$ cat src/rtl/adc_spi_capture_if.sv
// ============================================================================
// Module   : adc_spi_capture_if
// Brief    : Sampler / ADC SPI / FFT-buffer signal bundle for adc_spi_capture.
// Revision : 1.0  initial release
// ============================================================================
`default_nettype none

interface adc_spi_capture_if #(
    parameter int AW     = 4,
    parameter int DATA_W = 12
);
    logic              sample;
    logic [AW-1:0]     addr_in;
    logic              spi_sck;
    logic              spi_cs_n;
    logic              spi_mosi;
    logic              spi_miso;
    logic              wr_en;
    logic [AW-1:0]     wr_addr;
    logic [DATA_W-1:0] wr_data;
    logic              busy;
    logic              frame_done;
    logic              overrun;

    // The capture block itself.
    modport slave (
        input  sample, addr_in, spi_miso,
        output spi_sck, spi_cs_n, spi_mosi,
        output wr_en, wr_addr, wr_data, busy, frame_done, overrun
    );

    // Sampler, ADC and buffer side.
    modport master (
        output sample, addr_in, spi_miso,
        input  spi_sck, spi_cs_n, spi_mosi,
        input  wr_en, wr_addr, wr_data, busy, frame_done, overrun
    );
endinterface

`default_nettype wire

$ cat src/rtl/adc_spi_capture.sv
// ============================================================================
// Module   : adc_spi_capture
// Brief    : Runs one SPI mode-0 ADC conversion per sample strobe and writes
//            the result to the FFT buffer at the bit-reversed sample address.
// Revision : 1.0  initial release
// ============================================================================
`default_nettype none

module adc_spi_capture #(
    parameter int         N       = 16,
    parameter int         DATA_W  = 12,
    parameter int         CLK_DIV = 4,
    parameter logic [3:0] CMD     = 4'b1101
) (
    input  wire logic             clk,
    input  wire logic             rst,
    adc_spi_capture_if.slave      bus
);

    localparam int c_AW     = $clog2(N);
    localparam int c_L      = 4 + 1 + DATA_W;
    localparam int c_DIV_W  = (CLK_DIV > 1) ? $clog2(CLK_DIV) : 1;
    localparam int c_BIT_W  = $clog2(c_L);

    localparam logic [c_DIV_W-1:0] c_DIV_LAST  = c_DIV_W'(CLK_DIV - 1);
    localparam logic [c_BIT_W-1:0] c_BIT_LAST  = c_BIT_W'(c_L - 1);
    localparam logic [c_BIT_W-1:0] c_BIT_NULL  = c_BIT_W'(4);
    localparam logic [c_AW-1:0]    c_ADDR_LAST = '1;

    typedef enum logic [2:0] {
        S_IDLE  = 3'd0,
        S_SETUP = 3'd1,
        S_SHIFT = 3'd2,
        S_WRITE = 3'd3,
        S_HOLD  = 3'd4
    } state_t;

    state_t              r_state;
    state_t              w_state_nxt;
    logic [c_DIV_W-1:0]  r_div, w_div_nxt;
    logic [c_BIT_W-1:0]  r_bit, w_bit_nxt;
    logic                r_high, w_high_nxt;
    logic [c_AW-1:0]     r_addr;
    logic [DATA_W-2:0]   r_shift;
    logic [c_AW-1:0]     r_wr_addr;
    logic [DATA_W-1:0]   r_wr_data;
    logic                r_overrun;
    logic                w_div_last;
    logic                w_load;
    logic                w_shift_in;
    logic                w_capture;
    logic                w_mosi;
    logic [c_AW-1:0]     w_addr_rev;

    assign w_div_last = (r_div == c_DIV_LAST);

    for (genvar i = 0; i < c_AW; i++) begin : g_rev
        assign w_addr_rev[i] = r_addr[c_AW-1-i];
    end

    always_comb begin
        w_state_nxt = r_state;
        w_div_nxt   = r_div;
        w_bit_nxt   = r_bit;
        w_high_nxt  = r_high;
        w_load      = 1'b0;
        w_shift_in  = 1'b0;
        w_capture   = 1'b0;
        case (r_state)
            S_IDLE: begin
                if (bus.sample) begin
                    w_state_nxt = S_SETUP;
                    w_div_nxt   = '0;
                    w_load      = 1'b1;
                end
            end
            S_SETUP: begin
                if (w_div_last) begin
                    w_state_nxt = S_SHIFT;
                    w_div_nxt   = '0;
                    w_bit_nxt   = '0;
                    w_high_nxt  = 1'b0;
                end else begin
                    w_div_nxt = r_div + 1'b1;
                end
            end
            S_SHIFT: begin
                if (!w_div_last) begin
                    w_div_nxt = r_div + 1'b1;
                end else if (!r_high) begin
                    w_div_nxt  = '0;
                    w_high_nxt = 1'b1;
                end else begin
                    // End of a high half: MISO is sampled here, null bit dropped.
                    w_div_nxt  = '0;
                    w_high_nxt = 1'b0;
                    w_shift_in = (r_bit > c_BIT_NULL);
                    if (r_bit == c_BIT_LAST) begin
                        w_state_nxt = S_WRITE;
                        w_capture   = 1'b1;
                    end else begin
                        w_bit_nxt = r_bit + 1'b1;
                    end
                end
            end
            S_WRITE: begin
                w_state_nxt = S_HOLD;
                w_div_nxt   = '0;
            end
            S_HOLD: begin
                if (w_div_last) begin
                    w_state_nxt = S_IDLE;
                end else begin
                    w_div_nxt = r_div + 1'b1;
                end
            end
            default: w_state_nxt = S_IDLE;
        endcase
    end

    always_ff @(posedge clk or posedge rst) begin
        if (rst) begin
            r_state <= S_IDLE;
            r_div   <= '0;
            r_bit   <= '0;
            r_high  <= 1'b0;
        end else begin
            r_state <= w_state_nxt;
            r_div   <= w_div_nxt;
            r_bit   <= w_bit_nxt;
            r_high  <= w_high_nxt;
        end
    end

    always_ff @(posedge clk or posedge rst) begin
        if (rst) begin
            r_addr    <= '0;
            r_shift   <= '0;
            r_wr_addr <= '0;
            r_wr_data <= '0;
            r_overrun <= 1'b0;
        end else begin
            if (w_load) begin
                r_addr  <= bus.addr_in;
                r_shift <= '0;
            end else if (w_shift_in) begin
                r_shift <= {r_shift[DATA_W-3:0], bus.spi_miso};
            end
            // The final data bit goes straight into the output register.
            if (w_capture) begin
                r_wr_data <= {r_shift, bus.spi_miso};
                r_wr_addr <= w_addr_rev;
            end
            if (bus.sample && (r_state != S_IDLE)) begin
                r_overrun <= 1'b1;
            end else if (w_load && (bus.addr_in == '0)) begin
                r_overrun <= 1'b0;
            end
        end
    end

    always_comb begin
        w_mosi = 1'b0;
        if (r_state == S_SETUP) begin
            w_mosi = CMD[3];
        end else if ((r_state == S_SHIFT) && (r_bit < c_BIT_NULL)) begin
            w_mosi = CMD[~r_bit[1:0]];
        end
    end

    assign bus.spi_sck    = (r_state == S_SHIFT) && r_high;
    assign bus.spi_cs_n   = !((r_state == S_SETUP) || (r_state == S_SHIFT));
    assign bus.spi_mosi   = w_mosi;
    assign bus.wr_en      = (r_state == S_WRITE);
    assign bus.frame_done = (r_state == S_WRITE) && (r_addr == c_ADDR_LAST);
    assign bus.wr_addr    = r_wr_addr;
    assign bus.wr_data    = r_wr_data;
    assign bus.busy       = (r_state != S_IDLE);
    assign bus.overrun    = r_overrun;

endmodule

`default_nettype wire

$ cat src/flat_wrapper.sv
// flat-port wrapper written by rule: the top's interface ports become plain ports
module adc_spi_capture_flat 
#(
    parameter int         N       = 16,
    parameter int         DATA_W  = 12,
    parameter int         CLK_DIV = 4,
    parameter logic [3:0] CMD     = 4'b1101
)
  (clk, rst, bus_sample, bus_addr_in, bus_spi_miso, bus_spi_sck, bus_spi_cs_n, bus_spi_mosi, bus_wr_en, bus_wr_addr, bus_wr_data, bus_busy, bus_frame_done, bus_overrun);
  adc_spi_capture_if #(.AW(4), .DATA_W(DATA_W)) bus_i ();
  input  wire logic clk;
  input  wire logic rst;
  input wire logic [$bits(bus_i.sample)-1:0] bus_sample;
  input wire logic [$bits(bus_i.addr_in)-1:0] bus_addr_in;
  input wire logic [$bits(bus_i.spi_miso)-1:0] bus_spi_miso;
  output wire logic [$bits(bus_i.spi_sck)-1:0] bus_spi_sck;
  output wire logic [$bits(bus_i.spi_cs_n)-1:0] bus_spi_cs_n;
  output wire logic [$bits(bus_i.spi_mosi)-1:0] bus_spi_mosi;
  output wire logic [$bits(bus_i.wr_en)-1:0] bus_wr_en;
  output wire logic [$bits(bus_i.wr_addr)-1:0] bus_wr_addr;
  output wire logic [$bits(bus_i.wr_data)-1:0] bus_wr_data;
  output wire logic [$bits(bus_i.busy)-1:0] bus_busy;
  output wire logic [$bits(bus_i.frame_done)-1:0] bus_frame_done;
  output wire logic [$bits(bus_i.overrun)-1:0] bus_overrun;
  assign bus_i.sample = bus_sample;
  assign bus_i.addr_in = bus_addr_in;
  assign bus_i.spi_miso = bus_spi_miso;
  assign bus_spi_sck = bus_i.spi_sck;
  assign bus_spi_cs_n = bus_i.spi_cs_n;
  assign bus_spi_mosi = bus_i.spi_mosi;
  assign bus_wr_en = bus_i.wr_en;
  assign bus_wr_addr = bus_i.wr_addr;
  assign bus_wr_data = bus_i.wr_data;
  assign bus_busy = bus_i.busy;
  assign bus_frame_done = bus_i.frame_done;
  assign bus_overrun = bus_i.overrun;
  adc_spi_capture #(.N(N), .DATA_W(DATA_W), .CLK_DIV(CLK_DIV), .CMD(CMD)) u_core (.clk(clk), .rst(rst), .bus(bus_i));
endmodule
$ cat config.mk
export PLATFORM = sky130hd
export DESIGN_NAME = adc_spi_capture_flat
export DESIGN_NICKNAME = d
export VERILOG_FILES = /design/src/rtl/adc_spi_capture_if.sv /design/src/rtl/adc_spi_capture.sv /design/src/flat_wrapper.sv
export SDC_FILE = /design/constraint.sdc
export NUM_CORES = 1
export LEC_CHECK = 0
export CELL_PAD_IN_SITES_DETAIL_PLACEMENT = 1
export CELL_PAD_IN_SITES_GLOBAL_PLACEMENT = 1
export CORE_MARGIN = 10
export CORE_UTILIZATION = 45
export DETAILED_ROUTE_END_ITERATION = 6
export PLACE_DENSITY_LB_ADDON = 0.25
export SETUP_SLACK_MARGIN = 0.1
export SKIP_LAST_GASP = 1
export SLEW_MARGIN = 20
export SYNTH_ARGS = -nofsm -noshare
export SYNTH_HDL_FRONTEND = slang
export SYNTH_SLANG_ARGS = --single-unit
$ cat constraint.sdc
create_clock -name clk -period 5.8 [get_ports clk]
set_input_delay 1.16 -clock clk [delete_from_list [all_inputs] [get_ports clk]]
set_output_delay 1.16 -clock clk [all_outputs]
set_load 0.005 [all_outputs]
# ---- Word level (Yosys, flattened, before mapping)
# Cells that the tools add are included.
dict set report op_classes {
  addsub 2
  order_cmp 3
  n_eq_ne 15
  muxes 37
  bitwise_logic 1
  reduce_logical 19
}
# cell count
set ops {}
lappend ops {{11-bit two-way mux} 2}
lappend ops {{5-bit two-way mux} 4}
lappend ops {{3-bit two-way mux} 6}
lappend ops {{1-bit two-way mux} 17}
lappend ops {{3-bit case mux with 5 select lines} 1}
lappend ops {{2-bit by 1-bit != test with 1-bit output, second input constant} 5}
lappend ops {{5-bit case mux with 2 select lines} 1}
lappend ops {{2-bit case mux with 4 select lines} 1}
lappend ops {{3-bit by 2-bit equality test with 1-bit output, second input constant} 2}
lappend ops {{2-bit two-way mux} 3}
lappend ops {{2-bit != test, second input constant} 3}
lappend ops {{3-bit AND reduction} 2}
lappend ops {{6-bit AND reduction} 1}
lappend ops {{2-bit nonzero test} 3}
lappend ops {{5-bit by 1-bit adder with 5-bit output, second input constant} 1}
lappend ops {{5-bit equality test, second input constant} 1}
lappend ops {{5-bit by 3-bit greater-than comparator with 1-bit output, second input constant} 1}
lappend ops {{1-bit logical AND} 5}
lappend ops {{5-bit by 3-bit < comparator with 1-bit output, second input constant} 1}
lappend ops {{5-bit AND reduction} 1}
lappend ops {{4-bit equality test, second input constant} 1}
lappend ops {{4-bit logical NOT} 1}
lappend ops {{4-bit nonzero test} 1}
lappend ops {{3-bit by 1-bit equality test with 1-bit output, second input constant} 1}
lappend ops {{12 further kinds} 12}
dict set report totals {
  reg_bits 43
  inputBits 8
  out_inout_bits 23
  elab_cells 86
}

# ---- Longest topological paths before layout
dict set report logic_depth {
  ltp_word 6
  ltp_mapped 7
  mapped_depth_nobuf 6
}

# ---- Least setup slack after synthesis
# No wires, ideal clock.
dict set report synth_path {
  path_type {register to output}
  startpoint {register u_core.r_state[1]}
  endpoint {output port bus_frame_done}
  t_arrival_ns 0.950
  required_ns 4.640
  slack_ns 3.690
  path_stages_with_launch 4
  path_buffers 1
  path_cell_list {dfrtp_1 -> clkbuf_1 -> nand3_1 -> nor2_1}
}
dict set report synth_via {
  elab_chain_len 2
}
# element line_no
set synth_rtl {}
lappend synth_rtl {{start: declaration} adc_spi_capture.sv:38} ;# state_t r_state;
lappend synth_rtl {{start signal: assignment} adc_spi_capture.sv:128} ;# r_state <= w_state_nxt;
lappend synth_rtl {{3-bit by 2-bit equality test with 1-bit output} adc_spi_capture.sv:175} ;# assign bus.frame_done = (r_state == S_WRITE) && (r_addr == c_ADDR_LAST);
lappend synth_rtl {{1-bit logical AND} adc_spi_capture.sv:175}
lappend synth_rtl {{end: declaration} flat_wrapper.sv:23} ;# output wire logic [$bits(bus_i.frame_done)-1:0] bus_frame_done;
# No other way between the ends.

# ---- Final worst setup path
dict set report layout_path {
  startpoint {register u_core.r_state[1]}
  endpoint {output port bus_spi_sck}
}
dict set report layout_via {
  elab_chain_len 2
}
# element line_no
set layout_rtl {}
lappend layout_rtl {{3-bit by 2-bit equality test with 1-bit output} adc_spi_capture.sv:171} ;# assign bus.spi_sck = (r_state == S_SHIFT) && r_high;
lappend layout_rtl {{1-bit logical AND} adc_spi_capture.sv:171}
lappend layout_rtl {{end: declaration} flat_wrapper.sv:16} ;# output wire logic [$bits(bus_i.spi_sck)-1:0] bus_spi_sck;
# No other way between the ends.

==> out/results.ini <==
[final_layout]
diodes = 0
fill_cells = 442
area_delta_synth_final_pct = 22.2
drive_above_1_share_pct = 11.5
final_common_cell = dfrtp_1
fin_nets = 219
final_core_util_pct = 56.3
multi_input_area_um2 = 853
final_cell_mix = dfrtp_1, clkdlybuf4s50_1, nor2_1
regArea_um2 = 1080

[route]
avgRoutedWirePerCell_um = 17.5
drt-pass1-iter-count = 4
drc = 0
vias = 1427
wl_um = 4550
ant_nets = 0
via_per_inst = 5.49
drtIter0Drc = 33

[clock_tree]
cts_tree = yes
clkSlewWorstSetupHoldPaths_ns = 0.08
cts_root_buffer = clkbuf_8
cts_buffers = 5
cts_resized = 0
clockBufferDepth = 2
clock-sinks = 43
ctsHoldBuffers = 0
h-tree-depth = 2
clk_latency_ns = 0.29
postCtsSetupBuffers = 0

[yosys]
yosysWarnings = 0
synth_top_area_cell = dfrtp_1
synth_area_per_cell_um2 = 11.3
syn_nets = 188
yosysSeqAreaShare_pct = 54.0
synth-edff-count = 0
ys_types = 34
synth-seq-cells = 43
synth_top_area_share_pct = 54.0
netlist_instances = 176
synthArstFlopShare_pct = 100
synth_ff_type = dfrtp_1
ys_top_cells_by_area = dfrtp_1, mux2_2, mux2_1
synth_area_um2 = 1990

[placement]
hpwl_um = 3380
io_buffers = 30
place.gp.congestion = 0.755

[die]
fp.dieW_um = 86.6
io_pins = 31
initial_core_util_pct = 46.1
dieArea_um2 = 7490
fp.dieH_um = 86.6
core_um2 = 4320
num_rows = 24

[timing]
setup_viol_count_final = 0
drv_slew = 0
finalSetupTns_ns = 0
fin_crit_ns = 3.20
tightestPinTransition_ns = 1.03
fin_worst_skew_ns = 0.00486
max-slew-margin-rel_pct = 31.4
max_freq_ghz = 0.313
min_period_over_period_pct = 55.1
hold_violations = 0
grt_setup_unrepaired = false

[power_and_ir_drop]
vdd.ir_drop.worst_mv = 0.164
leakagePower_nw = 1.07
power.density_nw_per_um2 = 359

[critical_path]
critPathBufInv = 1
crit_path_start_kind = flip-flop
cp-end-kind = output port
slowest_stage = dfrtp_1
cp.required_ns = 4.64
cp_cell_sequence = or3b_4 > nor2_1 > clkdlybuf4s50_1
path_max_fanout = 16
crit_type = reg -> out
cp.arrival_ns = 2.04
crit_family = flip-flops
max_stage_delay_ns = 0.64

[run]
maxCapViolCount = 0

[global_routing]
first_global_vias = 1541
grt_use_total_pct = 12.8
antenna_found_initial = 0
gr-total-overflow = 0
grt_pass1_wl_um = 7730
grt_start_max_net_pins = 34

[min_path]
hp-class = reg -> reg

[outcome]
outcome = finished, final reports clean

## area by class of cell
cell class	count	area share, %
repair buffers	31	12.6
flip-flops and latches	43	44.2
clock buffers	6	3.39
clock inverters	2	0.668
inverters	9	1.39
well taps	52	2.67
multi-input cells	117	35.0
## flip-flops by register name, indices dropped and copies added (netlist names)
name,cells
u_core.r_addr,4
u_core.bus.overrun,1
u_core.r_bit,5
u_core.r_div,2
u_core.r_high,1
u_core.bus.wr_addr,4
u_core.bus.wr_data,12
u_core.r_shift,11
u_core.r_state,3
## Yosys cell counts, types with 2 or more instances
cell / instances
o21ai_0: 10
nand2_1: 8
mux2i_1: 11
nor2_1: 22
a31oi_1: 2
nor2b_1: 2
nor3_1: 3
a22o_1: 2
a21oi_1: 4
inv_1: 9
clkbuf_1: 5
ha_1: 4
nand3_1: 5
nor4_1: 2
nand4_1: 2
nand2b_1: 2
o22ai_1: 3
mux2_2: 11
or3_1: 2
dfrtp_1: 43
o22a_1: 2
mux2_1: 10
## where the power goes
group	total, mW	switching (mW)	leakage (nW)	internal (mW)
Clock	0.201	0.104	0.0474	0.0972
Sequential	0.415	0.0691	0.575	0.346
Combinational	0.258	0.129	0.451	0.129
## stage by stage
step / cells / hold WS (ns) / area (um^2) / setup slack [ns] / total power, mW
finish: 260 / 0.494 / 2430 / 2.60 / 0.874
floorplan: 176 / 0.464 / 1990 / 3.64 / 0.573
detailed placement: 252 / 0.483 / 2330 / 2.66 / 0.682
global route: 260 / 0.522 / 2430 / 2.51 / 0.939
global placement: 252 / 0.471 / 2330 / 2.78 / 0.660
CTS: 260 / 0.503 / 2430 / 2.60 / 0.886
## logic make-up (layout without fill, tap and decap cells)
family / after synthesis / after routing / share of synthesized area (%)
AO/OA/AOI/OAI: 26 / 26 / 8.29
XOR/XNOR: 1 / 1 / 0.440
adder cells (fa/ha/maj): 4 / 4 / 2.51
buffers and inverters: 16 / 48 / 3.58
flip-flops: 43 / 43 / 54.0
multiplexers: 32 / 32 / 17.4
AND/OR/NAND/NOR: 54 / 54 / 13.8
## per-layer routing
layer  vias up  wire [um]  GRT usage (%)
li1        679          -              -
met1       731       1940           14.7
met2        15       2410           22.3
met3         2        173           4.32
met4         0         20           3.09
met5         -          0              0
## final timing paths
kind                                            start                     to  slack, ns  cells after the start
worst max-delay path                u_core.r_state[1]            bus_spi_sck       2.60                      3
worst min-delay path            u_core.bus.wr_addr[0]  u_core.bus.wr_addr[0]       0.49                      1
worst max register to register      u_core.r_state[1]      u_core.r_shift[4]       3.45                      4
worst min register to register  u_core.bus.wr_addr[0]  u_core.bus.wr_addr[0]       0.49                      1
max in group asynchronous                         rst          u_core.r_high       3.91                      3
min in group asynchronous                         rst  u_core.bus.wr_data[1]       1.14                      2
No activity file was read; power rests on OpenSTA's default activity.
==> edit, RTL diff (same flow settings) <==
Re-encode `state_t` (5 states) as one-hot, 5 bits wide.
--- a/src/rtl/adc_spi_capture.sv
+++ b/src/rtl/adc_spi_capture.sv
@@ -28,10 +28,10 @@
     localparam logic [c_AW-1:0]    c_ADDR_LAST = '1;
 
-    typedef enum logic [2:0] {
-        S_IDLE  = 3'd0,
-        S_SETUP = 3'd1,
-        S_SHIFT = 3'd2,
-        S_WRITE = 3'd3,
-        S_HOLD  = 3'd4
+    typedef enum logic [4:0] {
+        S_IDLE  = 5'b00001,
+        S_SETUP = 5'b00010,
+        S_SHIFT = 5'b00100,
+        S_WRITE = 5'b01000,
+        S_HOLD  = 5'b10000
     } state_t;
 
Behaviour: no difference found for any inputs over 10 cycles, from zero or initial values and one cycle with rst high; not proved beyond that.
==> edit against the unedited design <==
Sequential cell count up 2; largest cell class unchanged; sequential share of layout area down 0.92 points; register-to-register slack worse by 0.31 ns; cell count grew 8.1%; wire length rose by 9.3%; highest routed layer unchanged; total power fell by 14%; synthesized cell count up 4.5%; design area rose by 7.0%; worst setup slack worse by 0.046 ns; clock skew increased by 0.0050 ns; synthesized area is 9.7% higher; clock power down 2%; sequential power is 6.7% lower; critical endpoint is now bus_spi_mosi.
==> edit: results (changes against the unedited design) <==
Placed design
  – DP HPWL: 3.69 mm (was 3.38 mm)
  – Post-Place Cells: 273 (was 252)
  – RD Place Congestion: 0.786 (was 0.755)
  – Post-DP Area: 0.00251 sq mm (was 0.00233 sq mm)

Setup path
  – Cells on worst reg2reg path: 5 (was 4)
  – Critical Path Source: u_core.r_state[4]$_DFFE_PP0P_ (was u_core.r_state[1]$_DFFE_PP0P_)
  – Crit path to: bus_spi_mosi (was bus_spi_sck)
  – Reg2Reg Setup Slack: 3.14 ns (was 3.45 ns)
  – Crit path DAT: 2.08 ns (was 2.04 ns)
  – Slowest-stage cell, CP: clkdlybuf4s50_1 (was dfrtp_1)
  – Crit Path Max Fanout: 8 (was 16)
  – Start of the worst register-to-register path: u_core.r_bit[0]$_DFFE_PP0P_ (was u_core.r_state[1]$_DFFE_PP0P_)
  – Reg2reg end: u_core.bus.wr_data[6]$_DFFE_PP0P_ (was u_core.r_shift[4]$_DFFE_PP0P_)

Power
  – Sw frac: 31.9% (was 34.5%)
  – Pleak: 1.21 nW (was 1.07 nW)
  – NetSw: 241 uW (was 301 uW)
  – P_clk: 196 uW (was 201 uW)

Hold path
  – Hold path startpoint: u_core.bus.wr_data[7]$_DFFE_PP0P_ (was u_core.bus.wr_addr[0]$_DFFE_PP0P_)

Route
  – Starting DRC count in detailed routing: 35 (was 33)
  – Drt wl/cell: 17.7 microns (was 17.5 microns)
  – Drt first pass iters: 3 (was 4)
  – Vias per cell: 5.35 (was 5.49)
  – Routed WL: 4.97 mm (was 4.55 mm)

Layout
  – Filler Cell Count: 503 (was 442)
  – Clock buffers: 5 (was 6)
  – Layout Nets: 225 (was 219)
  – Multi-input comb cells: 118 (was 117)
  – Seq/total area: 43.3% (was 44.2%)
  – Buffering overhead: 11.8% (was 12.6%)
  – Area of the multi-input gates: 951 sq um (was 853 sq um)

STA
  – Min cycle time layout: 3.24 ns (was 3.20 ns)
  – Worst hold slack: 0.511 ns (was 0.494 ns)
  – Max_slew headroom: 36.4% (was 31.4%)
  – Clock skew: 0.00982 ns (was 0.00486 ns)

Global routing
  – Vias in the first global route: 1628 (was 1541)

Synthesis
  – Area share of xor/xnor cells in the synthesized design: 0.801% (was 0.439%)
  – Mux cell area share after synthesis: 18.5% (was 17.4%)
  – Synth Area in Adders: 2.29% (was 2.51%)
  – Post-synthesis average cell area: 11.9 sq um (was 11.3 sq um)
  – Top cells by area, synth: dfrtp_1 50%, mux2_4 6.9%, mux2_2 6.2% (was dfrtp_1 54%, mux2_2 6.2%, mux2_1 5.6%)
  – Syn_nets: 196 (was 188)
  – Commonest cells in the netlist: 44 x dfrtp_1, 16 x nand2_1, 12 x inv_1, 12 x mux2_2, 12 x mux2i_1 (was 43 x dfrtp_1, 22 x nor2_1, 11 x mux2_2, 11 x mux2i_1)

Outcome
  – Outcome: finished clean (unchanged)
## edit: cell count changes after synthesis, sizes merged, moves of 3 or more
| cell | unedited run | this run |
|---|---|---|
| inv | 9 | 12 |
| buf | 2 | 7 |
| nand2 | 8 | 16 |
| nor3 | 4 | 1 |
| nor2 | 22 | 10 |
| clkbuf | 5 | 2 |
| a21oi | 4 | 1 |
## edit: worst max-delay path, delay by kind of cell (launching register included)
| family | cells | cell delay [ns] |
|---|---|---|
| AO/OA/AOI/OAI | 1 | 0.21 |
| buffers and inverters | 1 | 0.53 |
| AND/OR/NAND/NOR | 2 | 0.55 |
| flip-flops | 1 | 0.49 |
## edit: metal layers
metal / GRT usage [%] / vias up / part of all wire (%)
met5: 0 / - / 0
met4: 3.64 / 0 / 0.64
met3: 3.74 / 2 / 4.2
met2: 22.3 / 20 / 52
met1: 14.1 / 771 / 43
li1: - / 710 / -
